===== src/rtl/rx_word_aligner.sv =====
// rx_word_aligner: bitslip-driven word aligner that locks onto TRAIN_PATTERN once the receiver is initialised.
// Optional macro RX_ALIGN_RETRY_EN: FAIL re-arms itself after RETRY_WAIT cycles instead of holding align_fail.
module rx_word_aligner #(
   parameter int                      DESER_FACTOR  = 10,
   parameter logic [DESER_FACTOR-1:0] TRAIN_PATTERN = 10'h3F0,
   parameter int                      MATCH_COUNT   = 16,
   parameter int                      SLIP_SETTLE   = 4,
   parameter int                      RETRY_WAIT    = 64
) (
   input  logic                              inclock,
   input  logic                              areset_n,
   input  logic                              init_done,
   input  logic                              restart,
   input  logic [DESER_FACTOR-1:0]           rx_data_in,
   output logic                              rx_data_align,
   output logic                              aligned,
   output logic                              align_fail,
   output logic [$clog2(DESER_FACTOR+1)-1:0] slip_count,
   output logic [DESER_FACTOR-1:0]           data_out,
   output logic                              data_valid
);

   localparam int SCW = $clog2(DESER_FACTOR+1);
   localparam int MCW = $clog2(MATCH_COUNT+1);
   localparam int TCW = $clog2(SLIP_SETTLE+1);
   localparam logic [SCW-1:0] SLIP_LAST   = SCW'(DESER_FACTOR-1);
   localparam logic [MCW-1:0] MATCH_LAST  = MCW'(MATCH_COUNT-1);
   localparam logic [TCW-1:0] SETTLE_LAST = TCW'(SLIP_SETTLE-1);

   if (MATCH_COUNT < 1 || SLIP_SETTLE < 1 || RETRY_WAIT < 1) begin : g_param_check
      $error("rx_word_aligner: MATCH_COUNT, SLIP_SETTLE and RETRY_WAIT must all be >= 1");
   end

   typedef enum logic [2:0] {IDLE, CHECK, SLIP, SETTLE, LOCKED, FAIL} state_t;

   state_t                  state, state_nxt;
   logic [DESER_FACTOR-1:0] rx_data_p0;
   logic [MCW-1:0]          match_cnt, match_nxt;
   logic [SCW-1:0]          slip_nxt;
   logic [TCW-1:0]          settle_cnt, settle_nxt;
   logic                    align_fail_nxt;
`ifdef RX_ALIGN_RETRY_EN
   localparam int RCW = $clog2(RETRY_WAIT+1);
   localparam logic [RCW-1:0] RETRY_LAST = RCW'(RETRY_WAIT-1);
   logic [RCW-1:0]          retry_cnt, retry_nxt;
`endif

   // stage p0: input word capture, all pattern comparisons use this register
   always_ff @(posedge inclock) begin
      rx_data_p0 <= rx_data_in;
   end

   always_comb begin
      state_nxt      = state;
      match_nxt      = match_cnt;
      slip_nxt       = slip_count;
      settle_nxt     = settle_cnt;
      align_fail_nxt = 1'b0;
`ifdef RX_ALIGN_RETRY_EN
      retry_nxt      = retry_cnt;
`endif
      case (state)
         IDLE: begin
            if (init_done) state_nxt = CHECK;
         end
         CHECK: begin
            if (rx_data_p0 == TRAIN_PATTERN) begin
               match_nxt = match_cnt + 1'b1;
               if (match_cnt == MATCH_LAST) state_nxt = LOCKED;
            end else begin
               match_nxt = '0;
               if (slip_count == SLIP_LAST) begin
                  state_nxt = FAIL;
`ifdef RX_ALIGN_RETRY_EN
                  retry_nxt = '0;
`endif
               end else begin
                  state_nxt = SLIP;
                  slip_nxt  = slip_count + 1'b1;
               end
            end
         end
         SLIP: begin
            state_nxt  = SETTLE;
            settle_nxt = '0;
         end
         SETTLE: begin
            if (settle_cnt == SETTLE_LAST) begin
               state_nxt = CHECK;
               match_nxt = '0;
            end else begin
               settle_nxt = settle_cnt + 1'b1;
            end
         end
         LOCKED: begin
            if (restart) state_nxt = IDLE;
         end
         FAIL: begin
            if (restart) begin
               state_nxt = IDLE;
            end
`ifdef RX_ALIGN_RETRY_EN
            else if (retry_cnt == RETRY_LAST) begin
               state_nxt = CHECK;
               slip_nxt  = '0;
               match_nxt = '0;
            end else begin
               retry_nxt = retry_cnt + 1'b1;
            end
`endif
         end
         default: state_nxt = IDLE;
      endcase

      // losing init_done overrides every decision made above
      if (!init_done) state_nxt = IDLE;

      if (state_nxt == IDLE) begin
         match_nxt  = '0;
         slip_nxt   = '0;
         settle_nxt = '0;
`ifdef RX_ALIGN_RETRY_EN
         retry_nxt  = '0;
`endif
      end

`ifdef RX_ALIGN_RETRY_EN
      align_fail_nxt = (state_nxt == FAIL) && (state != FAIL);
`else
      align_fail_nxt = (state_nxt == FAIL);
`endif
   end

   // stage p1: state, counters and registered outputs
   always_ff @(posedge inclock or negedge areset_n) begin
      if (!areset_n) begin
         state         <= IDLE;
         match_cnt     <= '0;
         slip_count    <= '0;
         settle_cnt    <= '0;
         rx_data_align <= 1'b0;
         aligned       <= 1'b0;
         data_valid    <= 1'b0;
         align_fail    <= 1'b0;
         data_out      <= '0;
      end else begin
         state         <= state_nxt;
         match_cnt     <= match_nxt;
         slip_count    <= slip_nxt;
         settle_cnt    <= settle_nxt;
         rx_data_align <= (state_nxt == SLIP);
         aligned       <= (state_nxt == LOCKED);
         data_valid    <= (state_nxt == LOCKED);
         align_fail    <= align_fail_nxt;
         data_out      <= (state_nxt == LOCKED) ? rx_data_p0 : '0;
      end
   end

`ifdef RX_ALIGN_RETRY_EN
   always_ff @(posedge inclock or negedge areset_n) begin
      if (!areset_n) retry_cnt <= '0;
      else           retry_cnt <= retry_nxt;
   end
`endif

endmodule


===== config.mk =====
export PLATFORM = sky130hd
export DESIGN_NAME = rx_word_aligner
export DESIGN_NICKNAME = d
export VERILOG_FILES = /design/src/rtl/rx_word_aligner.sv
export SDC_FILE = /design/constraint.sdc
export NUM_CORES = 1
export LEC_CHECK = 0
export CAP_MARGIN = 20
export CORE_MARGIN = 3
export CORE_UTILIZATION = 25
export DETAILED_ROUTE_END_ITERATION = 6
export DONT_BUFFER_PORTS = 1
export PLACE_DENSITY = 0.49
export SKIP_LAST_GASP = 1
export SLEW_MARGIN = 20
export SYNTH_ARGS = -nofsm -noshare
export SYNTH_HDL_FRONTEND = slang
export SYNTH_SLANG_ARGS = --single-unit

===== constraint.sdc =====
create_clock -name inclock -period 6.38 [get_ports inclock]
set_clock_uncertainty 0.05 [all_clocks]
set_input_delay 1.276 -clock inclock [delete_from_list [all_inputs] [get_ports inclock]]
set_output_delay 1.276 -clock inclock [all_outputs]
set_load 0.01 [all_outputs]

; ---- Word-level counts from Yosys, hierarchy flattened
; Cells that the tools add are included.
[classes]
addsub = 3
n_reduce_logical = 9
n_eq_ne = 16
muxes = 19
[op_table]
columns = op, count
row1 = two-way mux 3 bit, 8
row2 = two-way mux 4 bit, 4
row3 = two-way mux 5 bit, 3
row4 = one-hot mux 3 bit (5 select lines), 1
row5 = "equality test 3 x 2 -> 1 bit, second input constant", 4
row6 = "equality test 3 bit, second input constant", 4
row7 = "equality test 10 bit, second input constant", 1
row8 = two-way mux 10 bit, 1
row9 = one-hot mux 5 bit (2 select lines), 1
row10 = logical NOT 3 bit, 2
row11 = "!= test 3 bit, second input constant", 2
row12 = one-hot mux 3 bit (2 select lines), 1
row13 = nonzero test 3 bit, 2
row14 = "adder 5 x 1 -> 5 bit, second input constant", 1
row15 = "equality test 5 x 4 -> 1 bit, second input constant", 1
row16 = "adder 4 x 1 -> 4 bit, second input constant", 1
row17 = "equality test 4 bit, second input constant", 1
row18 = "!= test 2 x 1 -> 1 bit, second input constant", 2
row19 = AND reduction 2 bit, 2
row20 = "adder 3 x 1 -> 3 bit, second input constant", 1
row21 = "equality test 3 x 1 -> 1 bit, second input constant", 1
row22 = AND reduction 3 bit, 1
row23 = nonzero test 2 bit, 1
row24 = OR reduction 2 bit, 1
[word_totals]
out_inout_bits = 18
register_bits = 38
wordCells = 56

; ---- Longest topological paths before layout
; Gate-level depths: netlist of run 1.
[logic_depth]
depth_word = 8
depth_mapped = 9

; ---- Worst setup path after synthesis of run 1
; OpenSTA, ideal clock, no wires.
[synth_timing]
path_type = input to register
from = input port restart
to = register slip_count[0]
slack_ns = 3.862
n_path_buf = 2
required_ns = 6.236
setup_ns = 0.094
cell_stages = 6
arrival_time_ns = 2.374
path_cell_list = nand2b_1 -> mux2_2 -> and3_1 -> buf_2 -> buf_4 -> a221oi_2
[synth_between]
elab_chain_len = 6
word_cells_on_any_way = 9
classes_between = 2 x eq/ne / 4 x mux / 3 x reduce/logical
[synth_rtl]
columns = item, line_no
row1 = "start, declared", 13  ; input logic restart,
row2 = two-way mux 3 bit *, "96, 99"
row3 = one-hot mux 3 bit (5 select lines) *, 62  ; case (state)
row4 = two-way mux 3 bit *, 116  ; if (!init_done) state_nxt = IDLE;
row5 = logical NOT 3 bit *, 118  ; if (state_nxt == IDLE) begin
row6 = != test 2 x 1 -> 1 bit (no source line) or nonzero test 2 bit (tied branches), -
row7 = AND reduction 3 bit (no source line), -
row8 = "end signal, assigned", 149  ; slip_count <= slip_nxt;
row9 = "end, declared", 18  ; output logic [$clog2(DESER_FACTOR+1)-1:0] slip_count,
; Mark *: on every way between the ends. The rest lies on a longest branch, timed or not.
; A chain may end at the register's enable or synchronous reset.

; ---- Worst setup path after layout of run 1
[layout_timing]
from = register match_cnt[0]
to = register match_cnt[0]
[layout_between]
elab_chain_len = 8
word_cells_on_any_way = 13
classes_between = 1 x add/sub / 2 x eq/ne / 7 x mux / 3 x reduce/logical
[layout_rtl]
columns = item, line_no
row1 = "start, declared", 38  ; logic [MCW-1:0] match_cnt, match_nxt;
row2 = "start signal, assigned", 148  ; match_cnt <= match_nxt;
row3 = equality test 5 x 4 -> 1 bit, 69  ; if (match_cnt == MATCH_LAST) state_nxt = LOCKED;
row4 = two-way mux 3 bit, 69
row5 = two-way mux 3 bit, 67  ; if (rx_data_p0 == TRAIN_PATTERN) begin
row6 = one-hot mux 3 bit (5 select lines), 62
row7 = two-way mux 3 bit, 116
row8 = logical NOT 3 bit, 118
row9 = != test 3 bit (no source line) or nonzero test 3 bit (tied branches), -
row10 = AND reduction 2 bit (no source line), -
; Several ways; a longest one is shown, not always the timed one.

==> impl_metrics.yaml, run 1 <==
drt:
  avgRoutedWirePerCell_um: 16.23
  drt-initial-drc-count: 77
  drc_errors: 0
  route.antenna.remaining_nets: 0
  routed_wl_um: 4041
  via_per_inst: 5.048
  drt_first_pass_iters: 4
  vias: 1257
clock_network:
  cts_resized: 0
  cts.htree.levels: 2
  max-clock-path-buffers: 2
  cts_setup_buffers: 0
  cts.sinks: 38
  hold_buffers: 0
  cts_tree: "done"
  clk_latency_ns: 0.29
  cts_inserted_buffers: 5
  cts_root_buf: "clkbuf_8"
  clk_pin_slew_ns: 0.09
setup_path:
  r2r-start: "match_cnt[0]"
  cp-start-kind: "register"
  reg2reg_to: "match_cnt[0]"
  worstSetupEndpointType: "register"
  crit_arrival_ns: 2.54
  worstSetupStartpoint: "match_cnt[0]"
  cp_max_fo: 12
  crit_type: "reg -> reg"
  r2r_setup_slack_ns: 3.93
  rr_worst_depth: 6
  cp.required_ns: 6.47
place:
  dp.final_hpwl_um: 2850
  io_buffers: 0
  gp_congestion: 0.7782
grt:
  grt_max_degree: 29
  grt_pass1_wl_um: 6879
  grtUsageTotal: 0.1038
  grt_pass1_vias: 1307
  grt_remaining_overflow: 0
  antenna_found_initial: 0
power_and_ir_drop:
  power_density_nw_per_um2: 269.8
  peakVddDrop_mv: 0.1221
  leakagePower_nw: 0.7470
synthesis:
  synth_area_sq_um: 1819
  synth-seq-cells: 38
  yosys.cell_types.count: 45
  synth_warnings: 0
  synth_fp_nets: 176
  yosysSeqAreaShare: 0.4952
  async_flop_share: 0.7368
  synth_ff_type: "dfrtp_1"
  synth-edff-count: 0
  synthCells: 156
  avgSynthCellArea_sq_um: 11.66
finish:
  layout_common_cells: "28 x dfrtp_1, 11 x nor4b_1, 10 x dfxtp_1, 9 x nand2_1, 6 x ha_1"
  antennaDiodeCount: 0
  fin_nets: 172
  area_delta_synth_final_pct: 10.59
  layout.cells.most_common: "dfrtp_1"
  drive_gt1_frac: 0.1961
  fin_util: 0.2913
floorplan:
  dieHeight_um: 91.31
  initial_core_util: 0.2634
  die-area_sq_um: 8337
  core_sq_um: 6907
  pin_count: 32
  chipWidth_um: 91.31
  num_rows: 30
status:
  outcome: "completed"
hold_path:
  hold_path.class: "reg -> reg"
  min-delay-start: "rx_data_p0[5]"
  hold_end: "data_out[5]"
  hold_depth: 1
sta:
  post-route-min-period_ns: 2.448
  fin_tns_setup_ns: 0
  rsz0062_at_grt: "no"
  slew_headroom: 0.5010
  drv_slew: 0
  whs_ns: 0.4417
  tightest_slew_ns: 0.7445
  hold_viol: 0
  period_share: 0.3837
  setup_viol: 0
  max_freq_ghz: 0.4085
flow_run:
  drv_cap: 0
## cell type report
cell class	count	area [sq um]
Clock inverter	3	68.82
Clock buffer	5	68.82
Sequential cell	38	900.9
Inverter	5	18.77
Fill cell	720	4895
Tap cell	96	120.1
Multi-Input combinational cell	101	827.0
Timing Repair Buffer	1	7.507
## critical path: stages (launching register included)
cell	delay, ns
dfrtp_1	0.42
ha_1	0.24
and3_1	0.19
ha_1	0.21
or4_4	0.55
a21oi_4	0.46
a221oi_1	0.17
## cells in the mapped netlist (3+ instances only)
cell type / instances / area, sq um
nor3_1: 4 / 20.02
dfxtp_1: 10 / 200.2
a221oi_2: 5 / 75.07
nor4b_1: 11 / 96.34
o31ai_1: 4 / 30.03
ha_1: 6 / 75.07
nand2_1: 9 / 33.78
nand4_1: 3 / 18.77
nand3_1: 3 / 15.01
nand2b_1: 3 / 18.77
a22oi_1: 4 / 30.03
nor2b_1: 3 / 18.77
o21ai_0: 4 / 20.02
a211oi_2: 5 / 62.56
dfrtp_1: 28 / 700.7
buf_2: 7 / 35.03
inv_1: 5 / 18.77
## how the worst max path moves through the flow
stage,slack [ns],cells past startpoint,endpoint
floorplan,3.86,6,slip_count[0]
global placement,3.75,4,slip_count[2]
detailed placement,3.71,4,data_out[1]
CTS,3.70,4,data_out[1]
global route,3.81,6,match_cnt[0]
finish,3.93,6,match_cnt[0]
## sequential cells by signal, indices dropped and copies added (netlist names), 3 cells and up
signal / cells
match_cnt: 5
state: 3
data_out: 10
rx_data_p0: 10
slip_count: 4
settle_cnt: 3
## kinds of logic (layout without fill, tap and decap cells)
kind of cell | Yosys count | after routing | share of synthesized area
compound gates | 34 | 34 | 0.1788
mux | 2 | 2 | 0.01238
buf+inv | 17 | 14 | 0.05296
simple gates | 59 | 59 | 0.2194
fa+ha+maj | 6 | 6 | 0.04126
flops | 38 | 38 | 0.4952
## through the flow
stage | cells | area (sq um) | worst slack [ns] | power, mW
4_1_cts | 249 | 2007 | 3.696 | 0.5461
6_report | 249 | 2012 | 3.932 | 0.5428
5_1_grt | 249 | 2012 | 3.812 | 0.5642
3_5_place_dp | 241 | 1869 | 3.710 | 0.3004
2_1_floorplan | 156 | 1819 | 3.862 | 0.2964
3_3_place_gp | 241 | 1869 | 3.749 | 0.2988
## per-layer routing
layer / track usage / wire length, um / share of wire / vias up
met2: 0.1514 / 1793 / 0.44 / 37
li1: - / - / - / 586
met4: 0.03015 / 39 / 0.0097 / 0
met1: 0.1409 / 1949 / 0.48 / 629
met5: 0 / 0 / 0 / -
met3: 0.04143 / 259 / 0.064 / 5
## power breakdown
group	internal, mW	leakage [nW]	switching [mW]
combinational	0.0137	0.207	0.0279
sequential	0.246	0.472	0.00811
clock	0.157	0.0683	0.0906
(Power assumes the default switching activity.)
==> inputs of run 2 (changes only) <==
- ABC_AREA: unset -> 1
- clock period: 6.38 -> 2.35 ns (I/O delays scaled with it)
==> run 2 against run 1 <==
Via count shrank 18%; fmax increased by 20%; worst setup slack got worse by 3.6 ns; cell area fell by 5.2%; worst hold slack worse by 0.29 ns; sequential share of layout area is 2.5 points higher; area after synthesis fell by 6.1%; global-route usage down 1.8 points; register-to-register slack worse by 3.6 ns.
==> impl_metrics.yaml, run 2 <==
synthesis:
  async_flop_share: 0.7368
  yosys.cell_types.count: 24
  synth_fa_ha_area_frac: 0.04392
  synth-seq-cells: 38
  synth-xor-area-share: 0.02050
  synthTopCellsByArea: "dfrtp_1 41%, dfxtp_1 12%, inv_1 6.4%, nand2_2 6.2%, ha_1 4.4%"
  synth_top_family_by_area: "simple AND/OR/NAND/NOR gates"
  muxShareOfSynthArea: 0
  synth_ff_type: "dfrtp_1"
  synth_area_sq_um: 1709
  yosys.area_share.simple: 0.2650
  synthCells: 183
  avgSynthCellArea_sq_um: 9.340
  synth-edff-count: 0
  synth_fp_nets: 203
  synth_warnings: 0
  synth_area_leader_cell: "dfrtp_1"
  synth.most_common_cell: "inv_1"
  synth_top_area_frac: 0.4100
  yosysSeqAreaShare: 0.5271
  synth_compound_area_frac: 0.02928
  synth_common_cells: "29 x inv_1, 28 x dfrtp_1, 20 x nand2_1"
grt:
  antenna_found_initial: 0
  grtUsageTotal: 0.08547
  grt_max_degree: 29
  grt_remaining_overflow: 0
  grt_pass1_vias: 1056
  grt_pass1_wl_um: 5050
drt:
  via_per_inst: 3.865
  vias: 1032
  drt_first_pass_iters: 4
  avgRoutedWirePerCell_um: 10.94
  routed_wl_um: 2921
  drt-initial-drc-count: 41
  drc_errors: 0
  route.antenna.remaining_nets: 0
floorplan:
  dieHeight_um: 88.69
  pin_count: 32
  die-area_sq_um: 7865
  num_rows: 29
  core_sq_um: 6495
  chipWidth_um: 88.69
  initial_core_util: 0.2631
sta:
  whs_ns: 0.1512
  fin_tns_setup_ns: 0
  slew_headroom: 0.7053
  period_share: 0.8649
  hold_viol: 0
  setup_slack_ns: 0.3174
  max_freq_ghz: 0.4920
  setup_viol: 0
  tightest_slew_ns: 0.4410
  post-route-min-period_ns: 2.033
  rsz0062_at_grt: "no"
  drv_slew: 0
hold_path:
  hold_path.class: "in -> reg"
setup_path:
  cp_top_family: "simple AND/OR/NAND/NOR gates"
  cp_max_fo: 11
  cp-start-kind: "register"
  path_buf_inv: 3
  crit_type: "reg -> reg"
  crit_arrival_ns: 2.19
  worstSetupEndpointType: "register"
  cp.required_ns: 2.51
  critPathMostFrequentCell: "inv_1"
  slowest_stage: "dfrtp_1"
  slowest_delay_ns: 0.38
  r2r_setup_slack_ns: 0.32
  crit_chain: "ha_1 > inv_1 > nor3_1 > ha_1 > inv_1 > nand2_1 > nand4_1 > nand3_1 > nand2_2 > inv_1 > nand4_2 > nor2_1"
clock_network:
  clk_latency_ns: 0.29
  max-clock-path-buffers: 2
  clk_pin_slew_ns: 0.08
  cts_resized: 0
  cts_setup_buffers: 0
  cts_tree: "done"
  cts.sinks: 38
  cts.htree.levels: 2
  cts_inserted_buffers: 5
  cts_root_buf: "clkbuf_8"
power_and_ir_drop:
  peakVddDrop_mv: 0.2085
  p_seq_frac: 0.532
  p_comb_frac: 0.081
  switching_share: 0.2490
  clock_power_share: 0.387
  leakagePower_nw: 0.9865
  internal_power_mw: 0.9774
  power_density_nw_per_um2: 682.5
  power_switching_mw: 0.3241
place:
  io_buffers: 0
  pre_cts_slack_ns: 0.2764
  gp_congestion: 0.7151
  dp.final_hpwl_um: 2168
finish:
  layout.cells.most_common: "inv_1"
  antennaDiodeCount: 0
  drive_gt1_frac: 0.3000
  top_regs: "data_out (10), rx_data_p0 (10), match_cnt (5)"
  layout_common_cells: "29 x inv_1, 28 x dfrtp_1, 20 x nand2_1, 17 x nand2_2, 14 x inv_2"
  fin_nets: 209
  area_delta_synth_final_pct: 11.57
status:
  outcome: "completed"
flow_run:
  drv_cap: 0
-- run 2: changes by cell type in the layout (fill, tap and decap cells not counted), sizes merged, moves of 6 or more --
cell,previous run,this run
inv,5,43
nand2,9,37
nor2,2,25
nor4b,11,0
a221oi,7,0
nand3,3,10
a211oi,6,0
-- run 2: routing by layer --
layer | track usage | share of wire
met5 | 0 | 0
met4 | 0.04258 | 0.019
met1 | 0.1116 | 0.48
met2 | 0.1221 | 0.44
met3 | 0.03352 | 0.058
-- run 2: power groups by stage --
stage	combinational, mW	sequential (mW)	clock (mW)
after floorplan	0.0841	0.701	0
after global placement	0.0925	0.707	0
after detailed placement	0.0923	0.707	0
after CTS	0.108	0.693	0.528
after global routing	0.122	0.696	0.550
final	0.105	0.693	0.503
-- run 2: path summary, 6_finish.rpt --
kind / from / to / cells after the start
max in group asynchronous: areset_n / match_cnt[3] / 2
min reg2reg: rx_data_p0[3] / data_out[3] / 2
max reg2reg: match_cnt[0] / data_out[9] / 12
max: match_cnt[0] / data_out[9] / 12
min: rx_data_in[9] / rx_data_p0[9] / 0
min in group asynchronous: areset_n / data_out[5] / 2
-- run 2: timing repair --
item                       in CTS  in global routing
hold endpoints to repair       28                  0
hold buffers                    2                  0
setup endpoints to repair       0                  0
-- run 2: worst register-to-register path, cell delays in order, from the launching register on --
cell	delay (ns)
dfrtp_1	0.38
ha_1	0.15
inv_1	0.04
nor3_1	0.15
ha_1	0.17
inv_1	0.05
nand2_1	0.05
nand4_1	0.09
nand3_1	0.11
nand2_2	0.07
inv_1	0.07
nand4_2	0.34
nor2_1	0.22
-- run 2: per-stage QoR --
step	util	power, mW	instance area, sq um	cells
after detailed placement	0.2728	0.7992	1772	257
final	0.2936	1.301	1907	267
after global placement	0.2728	0.7992	1772	257
after CTS	0.2936	1.330	1907	267
after floorplan	-	0.7852	1709	183
after global routing	0.2936	1.368	1907	267
-- run 2: kinds of logic after synthesis --
group | Yosys count
XOR/XNOR | 4
flip-flops | 38
AND/OR/NAND/NOR | 80
buffers and inverters | 46
adder cells (fa/ha/maj) | 6
AO/OA/AOI/OAI | 9
-- run 2: cell type report --
type | count | area (sq um)
fill | 682 | 4588
clock inverter | 1 | 7.507
clock buffer | 7 | 97.59
multi-input combinational | 99 | 613.1
inverter | 43 | 161.4
tap | 77 | 96.34
timing repair buffer | 2 | 30.03
sequential | 38 | 900.9
==> inputs of run 3 (changes only) <==
- CORE_UTILIZATION: 25 -> 61
- MAX_ROUTING_LAYER: unset -> met4
- PLACE_DENSITY: 0.49 -> 0.88
==> run 3 against run 2 <==
Die area decreased by 56%; non-clock buffer count stayed put; fmax shrank 2.5%; wire length barely moved; power shrank 5.1%; critical endpoint is now match_cnt[4]; global-route usage grew 12 points; sequential share of layout area up 2.2 points; worst hold slack worse by 0.065 ns; clock power decreased by 14%.
==> impl_metrics.yaml, run 3 (synthesis gave the netlist of run 2 again) <==
sta:
  rsz0062_at_grt: "no"
  setup_slack_ns: 0.2650
  hold_viol: 0
  drv_slew: 0
  whs_ns: 0.08588
  post-route-min-period_ns: 2.085
  tightest_slew_ns: 0.4083
  max_freq_ghz: 0.4796
  period_share: 0.8873
  setup_viol: 0
  fin_tns_setup_ns: 0
  slew_headroom: 0.7272
setup_path:
  worstSetupStartpoint: "match_cnt[0]"
  crit_type: "reg -> reg"
  endpoint: "match_cnt[4]"
  rr_worst_depth: 13
  crit_chain: "ha_1 > inv_1 > nor3_1 > ha_1 > inv_1 > nand2_1 > nand4_1 > nand3_1 > nand2_2 > nand2_2 > nand3_2 > nand2_1 > inv_1"
  crit_arrival_ns: 2.29
  cp_max_fo: 12
  reg2reg_to: "match_cnt[4]"
  critPathMostFrequentCell: "inv_1"
  r2r-start: "match_cnt[0]"
  slowest_stage: "dfrtp_1"
  cp-start-kind: "register"
  slowest_delay_ns: 0.40
  cp.required_ns: 2.55
  r2r_setup_slack_ns: 0.26
  worstSetupEndpointType: "register"
grt:
  grtUsageTotal: 0.2052
  grt_pass1_vias: 1179
  grt_remaining_overflow: 0
  antenna_found_initial: 0
  grt_pass1_wl_um: 4926
  grt_max_degree: 29
drt:
  drc_errors: 0
  routed_wl_um: 2920
  vias: 1139
  via_per_inst: 5.177
  drt-initial-drc-count: 36
  avgRoutedWirePerCell_um: 13.27
  route.antenna.remaining_nets: 0
  drt_first_pass_iters: 4
place:
  dp_cells: 210
  gp_congestion: 0.9409
  dp.final_hpwl_um: 2195
  dpl_cell_area_sq_um: 1713
  io_buffers: 0
  pre_cts_slack_ns: 0.2839
clock_network:
  clk_latency_ns: 0.35
  cts_resized: 0
  hold_buffers: 2
  cts_setup_buffers: 0
  clk_pin_slew_ns: 0.11
  cts_root_buf: "clkbuf_4"
  cts.htree.levels: 2
  max-clock-path-buffers: 2
  cts_tree: "done"
  cts_inserted_buffers: 5
  cts.sinks: 38
status:
  outcome: "completed"
finish:
  fin_util: 0.7096
  top_regs: "data_out (10), rx_data_p0 (10), match_cnt (5)"
  layout_common_cells: "29 x inv_1, 28 x dfrtp_1, 20 x nand2_1, 17 x nand2_2, 14 x inv_2"
  fin_cells: 220
  drive_gt1_frac: 0.3000
  n_fill_cell: 186
  fin_area_sq_um: 1822
  area_delta_synth_final_pct: 6.589
  antennaDiodeCount: 0
  layout.cells.most_common: "inv_1"
  fin_nets: 209
floorplan:
  core_sq_um: 2567
  chipWidth_um: 58.93
  initial_core_util: 0.6657
  num_rows: 18
  dieHeight_um: 58.93
  pin_count: 32
  die-area_sq_um: 3473
flow_run:
  drv_cap: 0
power_and_ir_drop:
  leakagePower_nw: 0.9754
  p_seq_frac: 0.560
  peakVddDrop_mv: 0.6438
  p_comb_frac: 0.088
  internal_power_mw: 0.9283
  clock_power_share: 0.352
  switching_share: 0.2488
  power_mw: 1.236
  power_switching_mw: 0.3075
  power_density_nw_per_um2: 678.3
hold_path:
  hold_path.class: "in -> reg"
[run 3: worst min-delay path by stage]
stage,startpoint,endpoint,slack (ns),depth (start not counted)
3_3_place_gp,areset_n,data_out[4],0.12,0
2_1_floorplan,areset_n,align_fail,0.12,0
4_1_cts,rx_data_in[0],rx_data_p0[0],0.07,0
6_report,rx_data_in[4],rx_data_p0[4],0.09,0
5_1_grt,rx_data_in[0],rx_data_p0[0],0.05,0
3_5_place_dp,areset_n,data_out[3],0.12,0
[run 3: power by group through the flow]
stage                     clock [mW]  sequential, mW  combinational (mW)
final                          0.435           0.693               0.109
after global routing           0.477           0.696               0.122
after CTS                      0.445           0.692               0.109
after detailed placement           0           0.706              0.0937
after global placement             0           0.704              0.0878
after floorplan                    0           0.701              0.0841
[run 3: worst max-delay path: cells and delay by family, from the launching register on]
kind                     cells  cell delay [ns]
buffers and inverters        3             0.15
flip-flops                   1             0.40
adder cells (fa/ha/maj)      2             0.35
AND/OR/NAND/NOR              8             1.05
[run 3: per-layer routing]
layer  vias up  track usage  part of all wire
met3        11      0.07675             0.060
met1       521       0.2126              0.40
met4         0       0.1359             0.037
met5         -            -                 0
li1        562            -                 -
met2        45       0.3233              0.51
[run 3: area by class of cell]
cell class,count,area [sq um],area share
inverter,43,161.4,0.08860
timing repair buffer,2,30.03,0.01648
clock inverter,2,37.54,0.02060
multi-input combinational,99,613.1,0.3365
sequential,38,900.9,0.4945
clock buffer,6,41.29,0.02266
tap,30,37.54,0.02060
